### src/rtl/pulse_stretcher.sv
// Pulse stretcher: turns single-cycle pulses into level stretches of programmable
// length, with optional retrigger, an enforced low gap and an accepted-pulse counter.
module pulse_stretcher #(
    parameter int unsigned LEN_W   = 8,
    parameter int unsigned GAP_CYC = 4,
    parameter int unsigned CNT_W   = 8
) (
    input  logic             clk,
    input  logic             i_rst,
    input  logic             i_pulse,
    input  logic [LEN_W-1:0] i_len,
    input  logic             i_retrig,
    input  logic             i_clear,
    output logic             o_level,
    output logic             o_done,
    output logic [CNT_W-1:0] o_count,
    output logic             o_dropped
);

    localparam int unsigned GAP_W = (GAP_CYC > 2) ? $clog2(GAP_CYC) : 1;
    localparam logic [GAP_W-1:0] GAP_LAST = GAP_W'((GAP_CYC > 0) ? GAP_CYC - 1 : 0);

    typedef enum logic [1:0] {
        IDLE = 2'd0,
        HOLD = 2'd1,
        GAP  = 2'd2
    } state_t;

    state_t             state, state_n;
    logic [LEN_W-1:0]   hold_cnt, hold_cnt_n;
    logic [LEN_W-1:0]   pend_len, pend_len_n;
    logic [LEN_W-1:0]   len_m1;
    logic [GAP_W-1:0]   gap_cnt, gap_cnt_n;
    logic               pending, pending_n;
    logic               level_n, done_n, dropped_n;
    logic [CNT_W-1:0]   count_n;
    logic               accept, drop;

    // Counters hold "cycles remaining after this one", so a length of 0 acts as 1.
    assign len_m1 = (i_len == '0) ? '0 : i_len - LEN_W'(1);

    // Next-state and next-output logic
    always_comb begin
        state_n    = state;
        hold_cnt_n = hold_cnt;
        gap_cnt_n  = gap_cnt;
        pending_n  = pending;
        pend_len_n = pend_len;
        level_n    = o_level;
        done_n     = 1'b0;
        accept     = 1'b0;
        drop       = 1'b0;

        case (state)
            IDLE: begin
                if (i_pulse) begin
                    accept     = 1'b1;
                    state_n    = HOLD;
                    hold_cnt_n = len_m1;
                    level_n    = 1'b1;
                end
            end
            HOLD: begin
                if (i_pulse && i_retrig) begin
                    accept     = 1'b1;
                    hold_cnt_n = len_m1;
                end else begin
                    drop = i_pulse;
                    if (hold_cnt == '0) begin
                        level_n = 1'b0;
                        done_n  = 1'b1;
                        if (GAP_CYC > 0) begin
                            state_n   = GAP;
                            gap_cnt_n = GAP_LAST;
                        end else begin
                            state_n = IDLE;
                        end
                    end else begin
                        hold_cnt_n = hold_cnt - LEN_W'(1);
                    end
                end
            end
            GAP: begin
                if (i_pulse) begin
                    if (!pending) begin
                        accept     = 1'b1;
                        pending_n  = 1'b1;
                        pend_len_n = len_m1;
                    end else begin
                        drop = 1'b1;
                    end
                end
                // A pulse on the final gap cycle still launches the next stretch.
                if (gap_cnt == '0) begin
                    if (pending_n) begin
                        state_n    = HOLD;
                        level_n    = 1'b1;
                        hold_cnt_n = pend_len_n;
                        pending_n  = 1'b0;
                    end else begin
                        state_n = IDLE;
                    end
                end else begin
                    gap_cnt_n = gap_cnt - GAP_W'(1);
                end
            end
            default: begin
                state_n = IDLE;
                level_n = 1'b0;
            end
        endcase

        if (i_clear) begin
            count_n = accept ? CNT_W'(1) : '0;
        end else if (accept && (o_count != '1)) begin
            count_n = o_count + CNT_W'(1);
        end else begin
            count_n = o_count;
        end
        dropped_n = (i_clear ? 1'b0 : o_dropped) | drop;
    end

    // State and output registers
    always_ff @(posedge clk) begin
        if (i_rst) begin
            state     <= IDLE;
            hold_cnt  <= '0;
            gap_cnt   <= '0;
            pending   <= 1'b0;
            pend_len  <= '0;
            o_level   <= 1'b0;
            o_done    <= 1'b0;
            o_count   <= '0;
            o_dropped <= 1'b0;
        end else begin
            state     <= state_n;
            hold_cnt  <= hold_cnt_n;
            gap_cnt   <= gap_cnt_n;
            pending   <= pending_n;
            pend_len  <= pend_len_n;
            o_level   <= level_n;
            o_done    <= done_n;
            o_count   <= count_n;
            o_dropped <= dropped_n;
        end
    end

endmodule

### config.mk
export PLATFORM = sky130hd
export DESIGN_NAME = pulse_stretcher
export DESIGN_NICKNAME = d
export VERILOG_FILES = /design/src/rtl/pulse_stretcher.sv
export SDC_FILE = /design/constraint.sdc
export NUM_CORES = 1
export LEC_CHECK = 0
export CORE_MARGIN = 3
export CORE_UTILIZATION = 45
export CTS_CLUSTER_DIAMETER = 50
export DETAILED_ROUTE_END_ITERATION = 10
export MAX_ROUTING_LAYER = met4
export PLACE_DENSITY = 0.74
export SLEW_MARGIN = 20
export SYNTH_ARGS = -nofsm -noshare
export SYNTH_HDL_FRONTEND = slang
export SYNTH_SLANG_ARGS = --single-unit
### constraint.sdc
create_clock -name clk -period 2 [get_ports clk]
set_clock_uncertainty 0.1 [all_clocks]
set_input_delay 0.4 -clock clk [delete_from_list [all_inputs] [get_ports clk]]
set_output_delay 0.4 -clock clk [all_outputs]
set_load 0.02 [all_outputs]
# Word-level counts from Yosys, hierarchy flattened
# Cells that the tools add are included.
[classes] n_addsub=4 eq_ne=10 mux=42 bitwise=2 n_reduce_logical=14
[ops] operator="$mux 8" n=10
[ops] operator="$pmux 8 s3" n=1
[ops] operator="$mux 1" n=19
[ops] operator="$logic_not 8->1" n=2
[ops] operator="$sub 8x1->8 const B" n=2
[ops] operator="$mux 2" n=7
[ops] operator="$ne 2x2->1 const B" n=6
[ops] operator="$reduce_and 5->1" n=2
[ops] operator="$add 8x1->8 const B" n=1
[ops] operator="$ne 8x8->1 const B" n=1
[ops] operator="$reduce_and 4->1" n=2
[ops] operator="$pmux 1 s3" n=2
[ops] operator="$pmux 2 s3" n=1
[ops] operator="$logic_not 2->1" n=2
[ops] operator="$pmux 2 s2" n=1
[ops] operator="$reduce_bool 2->1" n=2
[ops] operator="$ne 3x3->1 const B" n=1
[ops] operator="$reduce_bool 3->1" n=1
[ops] operator="$reduce_or 3->1" n=1
[ops] operator="$eq 2x1->1 const B" n=1
[ops] operator="$eq 2x2->1 const B" n=1
[ops] operator="$logic_and 1x1->1" n=2
[ops] operator="$pmux 1 s2" n=1
[ops] operator="$sub 2x1->2 const B" n=1
[ops] operator="2 further kinds" n=2
[word_totals] regBits=32 in_bits=13 out_inout_bits=11 wordCells=81

# Depth between registers and ports, before layout
[depth] ltp_word=7 ltp_mapped=8 depth_no_buf=7

# Worst setup path after synthesis
# No wires, ideal clock.
[synth_timing] path_type="input -> register" startpoint="in i_len[2]" endpoint="reg hold_cnt[7]" setup_ns=0.131 arrival_time_ns=1.843 required_ns=1.769 setup_slack_ns=-0.074 path_stages=5 path_buffers=0 path_cell_list="or4_4 -> nor4_2 -> mux2_2 -> a221oi_1 -> o22ai_1"
[synth_between] elab_chain_len=7 word_cells_on_any_way=10 cone_classes="1 x add/sub; 8 x mux; 1 x reduce/logical"
[synth_lines] item="start: declaration" line="11" text="input logic [LEN_W-1:0] i_len,"
[synth_lines] item="$sub 8x1->8 or $logic_not 8->1 (tied branches)" line="40" text="assign len_m1 = (i_len == '0) ? '0 : i_len - LEN_W'(1);"
[synth_lines] item="$mux 8 (*)" line="40"
[synth_lines] item="$mux 8" line="85" text="if (!pending) begin"
[synth_lines] item="$mux 8" line="84" text="if (i_pulse) begin"
[synth_lines] item="$mux 8" line="95" text="if (pending_n) begin"
[synth_lines] item="$mux 8" line="94" text="if (gap_cnt == '0) begin"
[synth_lines] item="$pmux 8 s3 (*)" line="54" text="case (state)"
[synth_lines] item="end signal: assignment" line="137" text="hold_cnt <= hold_cnt_n;"
[synth_lines] item="end: declaration" line="30" text="logic [LEN_W-1:0] hold_cnt, hold_cnt_n;"
# Every way passes the cells marked *; elsewhere a longest branch is shown, timed or not. The select of a mux whose other input is x is not followed.
# A chain may end at the register's enable or synchronous reset.

# Final worst setup path
[layout_timing] startpoint="in i_pulse" endpoint="reg hold_cnt[3]"
[layout_between] elab_chain_len=4 word_cells_on_any_way=12 cone_classes="3 x eq/ne; 7 x mux; 2 x reduce/logical"
[layout_lines] item="start: declaration" line="10" text="input logic i_pulse,"
[layout_lines] item="$mux 1 or $mux 8 (tied branches)" line="84"
[layout_lines] item="$mux 1 or $mux 8 (tied branches)" line="54, 95"
[layout_lines] item="$ne 2x2->1 (no source line) or $mux 8 (tied branches)"
[layout_lines] item="$reduce_and 5->1 (no source line) or $pmux 8 s3 (tied branches)"
# Several ways; a longest one is shown, not always the timed one. The select of a mux whose other input is x is not followed.

==> results.txt <==
----------------------------------------------------
[Route]
  Routed via count ... 2243
  Post-detailed-route DRC marker count ... 0
  Wire length per cell after detailed routing ... 16.1 µm
  Routed wire length ... between 6000 and 7000 µm
  Number of design-rule violations left by the first detailed-router iteration ... 142
  Length of the first detailed-routing pass in iterations ... 4
  Average vias per placed instance ... about 6
  Number of nets with antenna violations after routing ... 0

[GRT]
  Wire length of the first global-routing pass ... 9580 µm
  Vias in the first global route ... 2053
  Overall global routing resource usage ... 0.232
  Initial antenna violation count ... 0
  Largest net degree at the start of global routing ... 14
  Congestion Overflow GR ... 0

[Power and ir drop]
  Total power divided by cell area ... 1230 nW/µm²
  Leak Pwr ... 1.15 nW
  Worst IR Drop VDD ... 0.708 mV

[Floorplan]
  Floorplan core area ... 4410 µm²
  Die outline width ... 74.2 µm
  Die area ... 5510 µm²
  Site row count ... 24
  Top Ports ... 24
  Chip height ... around 74 µm
  Initial Utilization ... 0.475

[Logic synthesis]
  Count of synthesis-stage warnings from yosys ... 0
  Summed instance area of the synthesized netlist ... around 2100 µm²
  Ys async rst share ... 0
  Number of different library cells in the post-synthesis netlist ... 57
  Count of flip-flops with a built-in enable after synthesis ... 0
  Flip-flop and latch count after synthesis ... 32
  Synth Instances ... 262
  Most frequently used flop master after synthesis ... sky130_fd_sc_hd__dfxtp_1
  Average size of a mapped cell ... 8.00 µm²
  Post-Syn Nets ... roughly 290
  Portion of the post-synthesis area used by sequential elements ... 0.306

[Timing]
  Min Tclk post-route ... 1.99 ns
  Pin slew with the least headroom to its limit ... about 0.48 ns
  Maximum clock rate ... 0.503 GHz
  Max-slew headroom at the worst pin ... 0.679
  Setup repair after global routing missed its margin ... true
  Count of pins over their slew limit ... 0
  Count of endpoints failing hold in the final timing report ... 0
  Period utilization ... 0.994
  Count of final setup violators ... 0

[Critical path]
  Family with the most delay on the worst path ... buffers and inverters
  Worst Setup EP ... hold_cnt[3]
  Delay of the slowest cell on the worst path ... 0.53 ns
  Number of logic stages on the critical path including buffering ... 7
  Classification of the worst setup path ... primary input to flip-flop
  Timing startpoint of the critical path ... i_pulse
  Cell type of the slowest stage on the worst timing path ... sky130_fd_sc_hd__clkdlybuf4s50_1
  FF-to-FF setup slack ... 0.06 ns
  Critical Path RT ... 2.08 ns
  Reg2Reg Launch Point ... state[0]
  Reg-to-reg critical path endpoint ... o_level
  Critical Path Sink Type ... flip-flop
  Worst Path Arrival ... roughly 2.1 ns
  Crit-path cells ... clkdlybuf4s50_1, buf_6, nor2b_1, nor2_4, a22o_1, a211oi_1, nor3_1
  Worst-path fanout max ... 13
  Reg2Reg Depth ... 9
  Critical Path Source Type ... primary input
  Buf+Inv Stages, Crit Path ... 2

[Layout]
  Count of nets after finishing ... 353
  Share of layout cells above drive strength 1 ... 0.281
  Antenna Diode Count ... 0
  Utilization after layout ... 0.664
  Post-route cell area ... 2930 µm²
  Synthesis-to-layout area growth ... 39.9%

[Clock network]
  Maximum clock path buffer count ... 2
  Clock sinks ... 32
  Hold-fix buffer count after cts ... 0
  Source-to-sink clock delay at the later pin of the worst-skew pair ... approximately 0.29 ns
  Library cell used as clock root buffer ... sky130_fd_sc_hd__clkbuf_8
  H-tree depth reported by CTS ... 2
  CTS tree ... yes
  Clock transition at the registers of the reported paths ... 0.07 ns
  Clock buffer count from CTS ... 5

[Placed design]
  Buffers on Ports ... 23
  Placer congestion estimate ... about 0.94
  HPWL reported at the end of detailed placement ... 4350 µm
  Cell area reported after detailed placement ... 2690 µm²

[Flow run]
  Max-cap violations ... 0

[Hold path]
  Min-Delay Path Class ... flip-flop to flip-flop
  Worst hold start ... pend_len[6]

[Status]
  Status ... complete, no violations

----------------------------------------------------
how the worst min path moves through the flow:
stage / end / slack, ns / cells after the start
after floorplan: pend_len[7] / 0.34 / 2
after global placement: pend_len[7] / 0.35 / 2
after detailed placement: pend_len[6] / 0.35 / 2
after CTS: pend_len[6] / 0.36 / 2
after global routing: pend_len[3] / 0.40 / 2
final: pend_len[6] / 0.36 / 2
timing repair:
item | in CTS | in global routing
gates resized for setup | 25 | 24
setup buffers | 0 | 1
cloned | 0 | 1
setup endpoints to repair | 21 | 16
pin swaps | 7 | 10
synthesized netlist by cell type (all sizes together), types with 3 or more instances:
library cell,count,area (µm²)
inv,14,52.6
nor2,33,124
nor3,12,60.1
or2,3,18.8
and2,3,18.8
a221oi,4,41.3
a311oi,3,26.3
a21oi,17,85.1
dfxtp,32,641
nand3,7,35.0
a211oi,8,60.1
nand2b,4,25.0
o21ai,13,80.1
xor2,4,35.0
or4,3,30.0
nor2b,4,25.0
ha,10,125
clkbuf,5,18.8
nor3b,4,35.0
buf,5,25.0
nand2,24,90.1
nor4,6,58.8
xnor2,6,52.6
worst reg2reg max path: stages, from the launching register on:
cell and delay (ns):
sky130_fd_sc_hd__dfxtp_2 0.34, sky130_fd_sc_hd__inv_1 0.06, sky130_fd_sc_hd__ha_1 0.22, sky130_fd_sc_hd__buf_4 0.17
sky130_fd_sc_hd__buf_4 0.16, sky130_fd_sc_hd__inv_2 0.09, sky130_fd_sc_hd__o22ai_1 0.10, sky130_fd_sc_hd__nor2_2 0.21
sky130_fd_sc_hd__a21oi_1 0.10, sky130_fd_sc_hd__a311oi_1 0.30
layout by cell type (no fill, tap or decap), drive strengths merged, types with 7 or more instances in the layout:
cell / instances
a211oi: 8
nor3: 12
nand2: 24
inv: 14
ha: 10
clkbuf: 8
nand3: 7
nor2: 33
dfxtp: 32
clkdlybuf4s50: 17
o21ai: 13
a21oi: 17
buf: 50
state kept, by name, summed over array words and instances (netlist names):
register   cells
state          2
pend_len       8
o_done         1
pending        1
o_dropped      1
hold_cnt       8
o_count        8
o_level        1
gap_cnt        2
per-stage QoR:
| stage | power [W] | setup TNS [ns] | cells | hold WS, ns | setup slack [ns] |
|---|---|---|---|---|---|
| CTS | 0.00336 | 0 | 381 | 0.363 | 0.00184 |
| detailed placement | 0.00278 | -9.84 | 373 | 0.353 | -0.624 |
| global placement | 0.00274 | -8.90 | 373 | 0.345 | -0.544 |
| floorplan | 0.00212 | -0.0740 | 262 | 0.336 | -0.0740 |
| finish | 0.00360 | 0 | 383 | 0.361 | 0.0112 |
| global route | 0.00383 | -0.118 | 383 | 0.399 | -0.0343 |
power breakdown:
part           switching (W)  internal [W]
registers           0.000155      0.000783
logic                0.00118      0.000961
clock network       0.000248      0.000281
total                0.00158       0.00202
routing by layer:
metal	wire, µm	global-route usage	vias to the layer above
li1	-	-	1093
met1	2830	0.306	1058
met2	2870	0.349	75
met3	336	0.0486	17
met4	141	0.0870	0
met5	0	-	-
final cells by class:
| class | count | area [µm²] |
|---|---|---|
| multi-input combinational | 207 | 1500 |
| fill | 352 | 1480 |
| clock buffer | 8 | 90.1 |
| tap | 52 | 65.1 |
| sequential | 32 | 643 |
| inverter | 14 | 52.6 |
| timing repair buffer | 70 | 581 |
cell families after synthesis:
group                    after synthesis  share of synthesized area
flip-flops                            32                      0.306
AND/OR/NAND/NOR                      112                      0.282
XOR/XNOR                              10                     0.0418
AO/OA/AOI/OAI                         70                      0.245
adder cells (fa/ha/maj)               10                     0.0597
buffers and inverters                 24                     0.0460
multiplexers                           4                     0.0203
No activity file was read; power rests on OpenSTA's default activity.
